[src/rtl/set_ctrl.sv]
// Set controller for a 4-way set-associative cache: hit detection,
// LRU replacement, write-back and line fill sequencing.
module set_ctrl (
  input  logic        clk,
  input  logic        rst,
  input  logic        cpu_req,
  input  logic        cpu_we,
  input  logic [31:0] cpu_addr,
  output logic        cpu_ready,
  output logic        cpu_hit,
  input  logic [3:0]  valid,
  input  logic [3:0]  dirty,
  input  logic [75:0] tag_in,
  output logic [3:0]  en,
  output logic        en_change,
  output logic        en_alloc,
  output logic [18:0] tag,
  output logic        mem_req,
  output logic        mem_we,
  output logic [31:0] mem_addr,
  input  logic        mem_ack
);

  typedef enum logic [2:0] {
    IDLE,
    COMPARE,
    WRITEBACK,
    ALLOCATE,
    DONE
  } state_e;

  state_e            state_q, state_d;
  logic [18:0]       tag_q, tag_d;
  logic [6:0]        idx_q, idx_d;
  logic              we_q, we_d;
  logic              hit_q, hit_d;
  logic [1:0]        victim_q, victim_d;
  logic [18:0]       wb_tag_q, wb_tag_d;
  logic [3:0][1:0]   age_q, age_d;

  logic [3:0][18:0]  way_tag;
  logic [3:0]        hit_vec;
  logic              any_hit;
  logic [1:0]        hit_way;
  logic [1:0]        victim_sel;

  assign way_tag = tag_in;
  assign tag     = tag_q;

  // Every age below the touched way's age moves up by one.
  function automatic logic [3:0][1:0] lru_touch(
    input logic [3:0][1:0] a,
    input logic [1:0]      w
  );
    logic [3:0][1:0] r;
    for (int i = 0; i < 4; i++) begin
      if (i == int'(w))
        r[i] = 2'd0;
      else if (a[i] < a[w])
        r[i] = a[i] + 2'd1;
      else
        r[i] = a[i];
    end
    return r;
  endfunction

  always_comb begin
    hit_vec = '0;
    for (int i = 0; i < 4; i++)
      hit_vec[i] = valid[i] && (way_tag[i] == tag_q);
  end

  assign any_hit = |hit_vec;

  always_comb begin
    hit_way = 2'd0;
    for (int i = 3; i >= 0; i--)
      if (hit_vec[i]) hit_way = 2'(i);
  end

  // Free ways are preferred; otherwise evict the oldest.
  always_comb begin
    victim_sel = 2'd0;
    if (&valid) begin
      for (int i = 0; i < 4; i++)
        if (age_q[i] == 2'd3) victim_sel = 2'(i);
    end else begin
      for (int i = 3; i >= 0; i--)
        if (!valid[i]) victim_sel = 2'(i);
    end
  end

  always_comb begin
    state_d   = state_q;
    tag_d     = tag_q;
    idx_d     = idx_q;
    we_d      = we_q;
    hit_d     = hit_q;
    victim_d  = victim_q;
    wb_tag_d  = wb_tag_q;
    age_d     = age_q;
    cpu_ready = 1'b0;
    cpu_hit   = 1'b0;
    en        = 4'b0000;
    en_change = 1'b0;
    en_alloc  = 1'b0;
    mem_req   = 1'b0;
    mem_we    = 1'b0;
    mem_addr  = 32'h0;
    unique case (state_q)
      IDLE: begin
        if (cpu_req) begin
          tag_d   = cpu_addr[31:13];
          idx_d   = cpu_addr[12:6];
          we_d    = cpu_we;
          state_d = COMPARE;
        end
      end
      COMPARE: begin
        if (any_hit) begin
          hit_d = 1'b1;
          age_d = lru_touch(age_q, hit_way);
          if (we_q) begin
            en        = 4'b0001 << hit_way;
            en_change = 1'b1;
          end
          state_d = DONE;
        end else begin
          hit_d    = 1'b0;
          victim_d = victim_sel;
          wb_tag_d = way_tag[victim_sel];
          if (valid[victim_sel] && dirty[victim_sel])
            state_d = WRITEBACK;
          else
            state_d = ALLOCATE;
        end
      end
      WRITEBACK: begin
        mem_req  = 1'b1;
        mem_we   = 1'b1;
        mem_addr = {wb_tag_q, idx_q, 6'b0};
        if (mem_ack) state_d = ALLOCATE;
      end
      ALLOCATE: begin
        mem_req  = 1'b1;
        mem_addr = {tag_q, idx_q, 6'b0};
        if (mem_ack) begin
          en        = 4'b0001 << victim_q;
          en_alloc  = 1'b1;
          en_change = we_q;
          age_d     = lru_touch(age_q, victim_q);
          state_d   = DONE;
        end
      end
      DONE: begin
        cpu_ready = 1'b1;
        cpu_hit   = hit_q;
        state_d   = IDLE;
      end
      default: state_d = IDLE;
    endcase
  end

  always_ff @(posedge clk or negedge rst) begin
    if (!rst) begin
      state_q  <= IDLE;
      tag_q    <= '0;
      idx_q    <= '0;
      we_q     <= 1'b0;
      hit_q    <= 1'b0;
      victim_q <= '0;
      wb_tag_q <= '0;
      age_q    <= {2'd3, 2'd2, 2'd1, 2'd0};
    end else begin
      state_q  <= state_d;
      tag_q    <= tag_d;
      idx_q    <= idx_d;
      we_q     <= we_d;
      hit_q    <= hit_d;
      victim_q <= victim_d;
      wb_tag_q <= wb_tag_d;
      age_q    <= age_d;
    end
  end

endmodule

[config.mk]
export PLATFORM = sky130hd
export DESIGN_NAME = set_ctrl
export DESIGN_NICKNAME = d
export VERILOG_FILES = /design/src/rtl/set_ctrl.sv
export SDC_FILE = /design/constraint.sdc
export NUM_CORES = 1
export LEC_CHECK = 0
export BUFFER_PORTS_ARGS = -buffer_cell sky130_fd_sc_hd__buf_2
export CAP_MARGIN = 10
export CORE_ASPECT_RATIO = 0.75
export CORE_MARGIN = 8
export CORE_UTILIZATION = 35
export CTS_CLUSTER_DIAMETER = 60
export DETAILED_ROUTE_END_ITERATION = 16
export MAX_ROUTING_LAYER = met4
export SLEW_MARGIN = 20
export SYNTH_ARGS = -nofsm -noshare
export SYNTH_HDL_FRONTEND = slang
export SYNTH_SLANG_ARGS = --single-unit
[constraint.sdc]
create_clock -name clk -period 3.8 [get_ports clk]
set_input_delay 0.38 -clock clk [delete_from_list [all_inputs] [get_ports clk]]
set_output_delay 0.38 -clock clk [all_outputs]
set_load 0.05 [all_outputs]
==> metrics.txt <==
Core ar. approximately 0.016 mm^2; endpoints failing hold 0; Max Cap Viol 0; Synth area leaders dfrtp_1 25%, mux2_2 9.1%, mux2i_1 7.3%; most common cell after layout, fill and taps aside buf_2; Reg-to-Reg End age_q[1]; nets@finish around 900; Synth Area in Simple Gates between 10% and 20%; CP peak stage delay 640 ps; static leakage 3.09 nW; reg2reg start tag[15]; Period Utilization, post-route 92.6%; clock buffer depth 2; die area 0.0203 mm^2; Final Wtd Congestion around 1; RSZ-0062 raised after global routing no; Worst EP arrival 3140 ps; CP endpoint kind output pin; antenna violations before repair 2; final setup violation count 0; Worst path depth 8; placed wire-length estimate 16800 um; Detail Route Antenna Nets 0; Buf/Inv on CP 1; CTS resizes 0; Worst-Skew Late Latency 340 ps; row count 40; Clock transition at path regs about 50 ps; WL per Instance 20.9 um; GRT Util Overall 20.7%; Avg Synthesized Cell Area about 8.8 um^2; layout cells sized above 1 about a third; H-tree levels 3; commonest non-fill, non-tap cells in the layout 169 x buf_2, 67 x nand2_1, 56 x dfrtp_1; detailed-route via count 5388; Die W 162 um; Final min period around 3500 ps; final std cells w/o fill roughly 990; fmax ~0.28 GHz; critical path, cell by cell xor2_1 -> nor4_1 -> and3_1 -> and2_1 -> nor3_1 -> nand2_1 -> o21ai_0 -> buf_2; status completed; Synth-to-Final Area Change 22.2%; synthesis-stage register bit count 60; Slowest cell on crit path nor3_1; setup TNS 0 ps; CP delay by family, top simple AND/OR/NAND/NOR gates; Worst Hold Class input pin to asynchronous set/reset pin; peak supply drop 0.000485 V; Cells after DPL 974; mapped cell area 0.00559 mm^2; CTS tree done; overall die height 125 um; Reg2Reg Depth 8; IO Pins about 180; FF-to-FF setup slack 720 ps; leading area contributor after synthesis dfrtp_1; P per Cell Area 911 mW/mm^2; post-synth cell types 74; clk_skew 10.1 ps; critical path launch point type flip-flop; hold bufs inserted after CTS 0; Post-CTS Setup Inserts 0; CTS Buf Count 9; IO buf count 169; post-synth top area share about a quarter; YS warnings 0; relative slew slack between 40% and 50%; Synth Area in Adders 1.57%; vias in the first global route 5499; DRC marker count from the first detailed-route iteration 430; clk root buf clkbuf_16; Post-synth EDFFs 0; worst-path fanout max 9; post-synthesis compound-gate area fraction between 15 and 20%; pin count of the biggest net entering global routing a little over 40; sequential-to-total area share from yosys stat 27.0%; iteration count of the initial detailed-routing pass 4; largest family of logic cells by synthesized area simple AND/OR/NAND/NOR gates; xor/xnor share of the synthesized area a little over an eighth; Setup Crit Path Kind flip-flop to output pin; vias per cell ~5.4; clk sinks 60; # DRC 0; Slew @ Worst Pin 812 ps; ys async rst share 100%; Synth Instances 632; Synth Flop Type dfrtp_1; Final Routed Wirelength 20700 um; Starting Density 35.3%; Req. time, crit path around 3400 ps; Final Max Slew Viols 0; GRT overflow 0; multiplexer share of the synthesized area 17.4%; first-pass GRT wire length 31900 um
-- synth_stat cells, drive strengths merged, types with 2 or more instances --
cell type   n
a31oi       7
a2bb2oi     3
o311ai      3
a311oi      4
nor3       15
clkbuf     22
buf        33
nor2       34
o22a        2
xor2       25
or3         5
nor4       10
xnor2      52
and3       15
nor2b       4
o2111a      2
nand3       7
o311a       2
ha          7
nand4b      2
dfstp       4
inv        12
o211ai      7
nand4      26
a21o        2
mux4        2
mux2       46
a2111oi     3
o31ai       6
or2         5
mux2i      41
nor4b       4
and2        5
o211a       2
a21oi      13
o21a        3
o21ai      55
nand2      68
dfrtp      56
-- power by group --
group	switching [mW]	internal, mW	leakage (nW)
sequential	0.515	0.979	0.720
clock	0.292	0.542	0.147
combinational	2.62	1.28	2.23
-- worst max path at each step --
| stage | start | end | slack [ps] |
|---|---|---|---|
| finish | tag[16] | en[3] | 280 |
| global route | tag[16] | en[3] | 130 |
| CTS | tag[16] | en[3] | 320 |
| detailed placement | tag[16] | en[3] | 700 |
| global placement | tag[8] | en[3] | 740 |
| floorplan | tag[6] | en_change | 230 |
-- registers in the layout, summed over array words and instances, names as in the netlist --
| name | cells |
|---|---|
| victim_q | 2 |
| idx_q | 7 |
| tag | 19 |
| hit_q | 1 |
| age_q | 8 |
| we_q | 1 |
| state_q | 3 |
| wb_tag_q | 19 |
-- area by class of cell --
cell class / instances / area (um^2)
sequential: 60 / 1510
clock buffer: 14 / 264
antenna: 2 / 5.00
multi-input combinational: 510 / 3750
timing repair buffer: 182 / 956
clock inverter: 2 / 35.0
inverter: 12 / 45.0
tap: 210 / 263
fill: 1618 / 8990
-- cells by family (layout without fill, tap and decap cells) --
family | Yosys count | in the layout
AND/OR/NAND/NOR | 202 | 202
AO/OA/AOI/OAI | 129 | 129
multiplexers | 89 | 89
XOR/XNOR | 77 | 77
buffers and inverters | 67 | 210
flip-flops | 60 | 60
adder cells (fa/ha/maj) | 7 | 7
other | 1 | 8
-- routing by layer --
layer	share of wire, %	track usage, %
met5	0	-
met4	1.3	5.11
met3	11	7.84
met2	40	27.8
met1	48	28.4
-- metrics by stage --
stage | cell area (um^2) | hold WS, ps | total power [mW] | util (%) | setup WS [ps]
2_1_floorplan | 5600 | 84.4 | 4.35 | - | 232
3_3_place_gp | 6520 | 461 | 5.34 | 41.3 | 738
3_5_place_dp | 6520 | 466 | 5.35 | 41.3 | 703
4_1_cts | 6820 | 104 | 6.22 | 43.1 | 318
5_1_grt | 6830 | 118 | 6.61 | 43.2 | 125
6_report | 6830 | 80.7 | 6.22 | 43.2 | 281
Power figures use the tool's default switching activity.
